File: config.mk
export PLATFORM = sky130hd
export DESIGN_NAME = musa_fetch_unit
export DESIGN_NICKNAME = d
export VERILOG_FILES = /design/src/rtl/musa_fetch_unit.sv
export SDC_FILE = /design/constraint.sdc
export NUM_CORES = 1
export LEC_CHECK = 0
export BUFFER_PORTS_ARGS = -buffer_cell sky130_fd_sc_hd__buf_2
export CAP_MARGIN = 20
export CORE_MARGIN = 2
export CORE_UTILIZATION = 25
export DETAILED_ROUTE_END_ITERATION = 7
export GPL_ROUTABILITY_DRIVEN = 0
export SYNTH_ARGS = -nofsm -noshare
export SYNTH_HDL_FRONTEND = slang
export SYNTH_SLANG_ARGS = --single-unit
File: constraint.sdc
create_clock -name clk -period 3.05 [get_ports clk]
set_clock_uncertainty 0.05 [all_clocks]
set_input_delay 0.61 -clock clk [delete_from_list [all_inputs] [get_ports clk]]
set_output_delay 0.61 -clock clk [all_outputs]
set_load 0.01 [all_outputs]
File: src/rtl/musa_fetch_unit.sv
// musa_fetch_unit: instruction fetch and next-PC unit for the MUSA core.
// The memory side is a req/ack handshake with variable latency. The decode
// side is a valid/ready handshake. A return-address stack is used by
// CALL/RET.
// Optional feature: define MUSA_FETCH_STACK_EN to build the return stack.
// Without it, CALL acts as JMP, RET acts as SEQ, and both stack flags read 0.
//
// Handshake semantics:
// - imem_req is high in every FETCH cycle, and imem_addr holds the PC.
// - A cycle with imem_ack high transfers imem_rdata, and the FSM leaves FETCH.
// - instr_valid is high in every VALID cycle, and instr is stable.
// - A cycle with instr_ready high consumes instr. br_* are sampled in that
//   same cycle.
// - Neither input reaches an output combinationally.
module musa_fetch_unit #(
  parameter int ADDR_W      = 18,
  parameter int INSTR_W     = 32,
  parameter int STACK_DEPTH = 8
) (
  input  logic               clk,
  input  logic               rst_n,
  output logic               imem_req,
  output logic [ADDR_W-1:0]  imem_addr,
  input  logic               imem_ack,
  input  logic [INSTR_W-1:0] imem_rdata,
  output logic [INSTR_W-1:0] instr,
  output logic               instr_valid,
  input  logic               instr_ready,
  input  logic [2:0]         br_sel,
  input  logic               br_flag,
  input  logic [ADDR_W-1:0]  br_reg,
  input  logic [ADDR_W-1:0]  br_imm,
  output logic               halted,
  output logic               stack_overflow,
  output logic               stack_underflow
);

  typedef enum logic [1:0] {
    S_FETCH = 2'd0,
    S_VALID = 2'd1,
    S_HALT  = 2'd2
  } state_t;

  localparam logic [2:0] BR_SEQ  = 3'd0;
  localparam logic [2:0] BR_JR   = 3'd1;
  localparam logic [2:0] BR_JMP  = 3'd2;
  localparam logic [2:0] BR_HALT = 3'd3;
  localparam logic [2:0] BR_JPC  = 3'd4;
  localparam logic [2:0] BR_BRFL = 3'd5;
  localparam logic [2:0] BR_CALL = 3'd6;
  localparam logic [2:0] BR_RET  = 3'd7;

  // A zero-entry stack is meaningless, so reject it at elaboration.
  if (STACK_DEPTH < 1) begin : g_depth_check
    $error("musa_fetch_unit: STACK_DEPTH must be at least 1");
  end

  // state is kept as a named signal so checkers can probe the FSM directly.
  state_t               state;
  state_t               state_nxt;
  logic [ADDR_W-1:0]    pc;
  logic [ADDR_W-1:0]    pc_nxt;
  logic [ADDR_W-1:0]    pc_inc;
  logic [INSTR_W-1:0]   instr_q;
  logic                 accept;

  assign pc_inc = pc + 1'b1;
  assign accept = (state == S_VALID) && instr_ready;

`ifdef MUSA_FETCH_STACK_EN
  localparam int CNT_W = $clog2(STACK_DEPTH + 1);
  localparam int IDX_W = (STACK_DEPTH > 1) ? $clog2(STACK_DEPTH) : 1;

  logic [ADDR_W-1:0] stack_mem [STACK_DEPTH];
  logic [CNT_W-1:0]  count;
  logic [IDX_W-1:0]  push_idx;
  logic [IDX_W-1:0]  pop_idx;
  logic              full;
  logic              empty;
  logic              do_push;
  logic              do_pop;
  logic              ovf_q;
  logic              unf_q;

  // The push slot is the count itself. The top entry sits one slot below it.
  // When a power-of-two stack is full, the truncated count wraps to 0, and
  // the minus-one wraps back to the top entry.
  assign push_idx = count[IDX_W-1:0];
  assign pop_idx  = push_idx - 1'b1;
  assign full     = (count == CNT_W'(STACK_DEPTH));
  assign empty    = (count == '0);
`endif

  // Next-PC selection, applied only when decode accepts the instruction.
  always_comb begin
    pc_nxt = pc_inc;
`ifdef MUSA_FETCH_STACK_EN
    do_push = 1'b0;
    do_pop  = 1'b0;
`endif
    case (br_sel)
      BR_SEQ:  pc_nxt = pc_inc;
      BR_JR:   pc_nxt = br_reg;
      BR_JMP:  pc_nxt = br_imm;
      BR_HALT: pc_nxt = pc;
      BR_JPC:  pc_nxt = pc + br_imm;
      BR_BRFL: pc_nxt = br_flag ? br_imm : pc_inc;
      BR_CALL: begin
        // A CALL on a full stack drops the push, but the jump is still taken.
        pc_nxt = br_imm;
`ifdef MUSA_FETCH_STACK_EN
        do_push = !full;
`endif
      end
      BR_RET: begin
        // A RET on an empty stack falls through to the next instruction.
        pc_nxt = pc_inc;
`ifdef MUSA_FETCH_STACK_EN
        if (!empty) begin
          pc_nxt = stack_mem[pop_idx];
          do_pop = 1'b1;
        end
`endif
      end
      default: pc_nxt = pc_inc;
    endcase
  end

  // FSM next state. HALT is left only through reset.
  always_comb begin
    state_nxt = state;
    case (state)
      S_FETCH: if (imem_ack) state_nxt = S_VALID;
      S_VALID: if (instr_ready) state_nxt = (br_sel == BR_HALT) ? S_HALT : S_FETCH;
      S_HALT:  state_nxt = S_HALT;
      default: state_nxt = S_FETCH;
    endcase
  end

  // State, PC and the held instruction. All of them clear asynchronously.
  always_ff @(posedge clk or negedge rst_n) begin
    if (!rst_n) begin
      state   <= S_FETCH;
      pc      <= '0;
      instr_q <= '0;
    end else begin
      state <= state_nxt;
      if (state == S_FETCH && imem_ack) instr_q <= imem_rdata;
      if (accept) pc <= pc_nxt;
    end
  end

`ifdef MUSA_FETCH_STACK_EN
  // Return-stack storage. It has no reset because the count qualifies every entry.
  always_ff @(posedge clk) begin
    if (accept && do_push) stack_mem[push_idx] <= pc_inc;
  end

  // Stack count and the sticky error flags.
  always_ff @(posedge clk or negedge rst_n) begin
    if (!rst_n) begin
      count <= '0;
      ovf_q <= 1'b0;
      unf_q <= 1'b0;
    end else if (accept) begin
      if (do_push) count <= count + 1'b1;
      if (do_pop)  count <= count - 1'b1;
      if (br_sel == BR_CALL && full)  ovf_q <= 1'b1;
      if (br_sel == BR_RET  && empty) unf_q <= 1'b1;
    end
  end

  assign stack_overflow  = ovf_q;
  assign stack_underflow = unf_q;
`else
  assign stack_overflow  = 1'b0;
  assign stack_underflow = 1'b0;
`endif

  // The request is masked while reset is held, because the FSM already sits
  // in FETCH during reset. It therefore rises as soon as reset releases.
  assign imem_req    = (state == S_FETCH) & rst_n;
  assign imem_addr   = pc;
  assign instr       = instr_q;
  assign instr_valid = (state == S_VALID);
  assign halted      = (state == S_HALT);

endmodule

==> metrics.md <==
| Metric | Value |
|---|---|
| Outcome | complete, no violations |
| WP data required | 3.21 ns |
| Most frequent cells in the layout | buf_2, dfrtp_1, mux2_2 |
| Htree depth | 2 |
| Worst hold start | instr[8] |
| Vias in the first global route | ~3700 |
| Synth Flop Type | dfrtp_1 |
| Crit path kind | flop to flop |
| Worst path max stage delay | 0.51 ns |
| DIE AREA | about 16000 um^2 |
| Max cap viols | 0 |
| Min cycle time layout | 2.53 ns |
| Die height | 125 um |
| Critical path cell sequence | inv_1, fa_1, nand2b_1, a21oi_1, o2111ai_1, a31o_2, a2111o_1, o311ai_1 |
| Post-CTS sizing | 0 |
| Routed Wire Length | 12100 um |
| P per Cell Area | 818 nW/um^2 |
| Seq/Total Area, Yosys | 35.4% |
| Core area | about 14000 um^2 |
| Synth Warn # | 0 |
| Cell area after synthesis | 3670 um^2 |
| Final hold viol count | 0 |
| Clock tree buffer depth | 2 |
| CTS root buf | clkbuf_16 |
| Initial Util | 25.5% |
| Antenna viol nets, final | 0 |
| Hold EP | instr[8] |
| Clock sink count | 52 |
| Ports | 131 |
| F_max | slightly below 0.4 GHz |
| IO buf count | 128 |
| Max-slew violation count | 0 |
| First-pass GRT wire length | roughly 19000 um |
| CTS tree | done |
| Congestion Overflow GR | 0 |
| Chip width | roughly 130 um |
| Row count | 44 |
| Hold_buf cts | 0 |
| Critical Path AT | about 2.7 ns |
| Maximum VDD drop | 0.343 mV |
| Crit Path Max Fanout | 9 |
| Post-DP HPWL | 9300 um |
| Leakage Power | 2.13 nW |
| RSZ-0062 raised after global routing | false |
| Share of cells above drive strength 1 | 35.8% |
| Yosys cell types | 56 |
| Cells after Synth | roughly 400 |
| Vias | 3709 |
| Relative slew slack | about 54% |
| Setup TNS | 0 ns |
| Most common cell after layout, fill and taps aside | buf_2 |
| R2r worst-path depth | 8 |
| Seq cells post-synth | 52 |
| CP endpoint kind | flop |
| Ant. Diodes | 0 |
| Setup violators final | 0 |
| # nets final | around 620 |
| DRC viols | 0 |
| Avg Vias per Cell | 5.21 |
| Reg2reg start | imem_addr[1] |
| Post-synth EDFFs | 0 |
| Post-CTS setup buffers | 0 |
| Largest net degree at the start of global routing | 53 |
| Layout area overhead | 28.4% |
| Gr usage total | 15.4% |
| DR WL/cell | 17.0 um |
| Detailed Routing Iterations Pass 1 | 5 |
| Syn_area_per_cell | 9.26 um^2 |
| Clk slew on worst S/H paths | 0.08 ns |
| Inserted Clock Buffers | 5 |
| Pwr Total | 3.86 mW |
| Slowest CP cell | dfrtp_1 |
| Reg2Reg Capture Point | imem_addr[16] |
| Insertion delay to the later sink of the worst-skew pair | 0.31 ns |
| Worst-Margin Slew | around 0.7 ns |
| Initial antenna violation count | 0 |
| Layout fillers | 1540 |
| Drt first-iter violations | a little under 200 |
| Reg2Reg Setup Slack | approximately 0.52 ns |
| Async set or reset register ratio after synthesis | between 90% and 100% |
| Worst Hold Class | flop to flop |
| Startpoint Class | flop |
| Final period utilization | between 80% and 90% |
| WHS Path Cells | 1 |
[how the worst max path moves through the flow]
stage,startpoint,end,cells past startpoint
floorplan,br_imm[0],imem_addr[16],9
global placement,br_imm[0],imem_addr[16],10
detailed placement,br_imm[0],imem_addr[16],10
CTS,imem_addr[1],imem_addr[16],8
global route,imem_addr[1],imem_addr[16],8
finish,imem_addr[1],imem_addr[16],8
[state kept, by name, indices dropped and copies added, names as in the netlist]
register   count
instr         32
state          2
imem_addr     18
[final cells by class]
cell class	instances	area (um^2)	share of cell area [%]
multi-input cells	316	2250	47.8
clock inverters	3	28.8	0.610
clock buffers	5	125	2.65
well taps	184	230	4.88
flip-flops and latches	52	1300	27.6
inverters	11	41.3	0.875
repair buffers	141	738	15.6
[power breakdown]
group | internal, mW | total [mW] | switching [mW]
logic | 0.908 | 2.00 | 1.09
clock network | 0.317 | 0.612 | 0.295
registers | 0.954 | 1.25 | 0.299
total | 2.18 | 3.86 | 1.68
[Yosys cell counts (all sizes together) (5+ instances only)]
master / n / area, um^2
nand2: 29 / 109
or3: 7 / 43.8
inv: 11 / 41.3
nor2: 21 / 78.8
o211ai: 5 / 37.5
and3: 8 / 50.1
nor3: 8 / 40.0
o21ai: 29 / 145
xnor2: 11 / 96.3
nor2b: 7 / 43.8
nand4: 5 / 37.5
a21oi: 29 / 145
xor2: 7 / 61.3
nand3: 10 / 50.1
mux2: 32 / 360
ha: 18 / 225
buf: 9 / 50.0
dfrtp: 52 / 1300
nand2b: 5 / 31.3
a21o: 7 / 52.6
a221oi: 12 / 105
clkbuf: 10 / 37.5
[worst max-delay path: cells and delay by family, from the launching register on]
kind | cells | cell delay (ns)
fa+ha+maj | 1 | 0.46
simple gates | 1 | 0.18
compound gates | 5 | 1.13
buf+inv | 1 | 0.11
flops | 1 | 0.51
[metal layers]
| layer | wire length (um) | vias up | GRT usage, % |
|---|---|---|---|
| met5 | 0 | - | 0 |
| met4 | 127 | 0 | 3.92 |
| li1 | - | 1756 | - |
| met2 | 5570 | 175 | 24.7 |
| met3 | 1210 | 9 | 4.84 |
| met1 | 5200 | 1769 | 20.3 |
[kinds of logic (layout without fill, tap and decap cells)]
family / count (synthesis) / in the layout / synth area share, %
flip-flops: 52 / 52 / 35.4
other: 1 / 2 / 0.102
buffers and inverters: 30 / 160 / 3.51
XOR/XNOR: 18 / 18 / 4.29
adder cells (fa/ha/maj): 19 / 19 / 6.67
multiplexers: 35 / 35 / 10.6
AO/OA/AOI/OAI: 126 / 126 / 23.0
AND/OR/NAND/NOR: 116 / 116 / 16.4
[metrics by stage]
step                utilization (%)  cells  instance area, um^2  hold slack [ns]  setup WS [ns]
finish                         32.7    712                 4720            0.454          0.518
global route                   32.7    712                 4720            0.464          0.325
CTS                            32.7    712                 4720            0.459          0.528
detailed placement             31.6    704                 4560            0.440          0.250
global placement               31.6    704                 4560            0.439          0.267
floorplan                         -    398                 3680            0.264          0.463
Note: power is estimated with default switching activity, not from simulation.
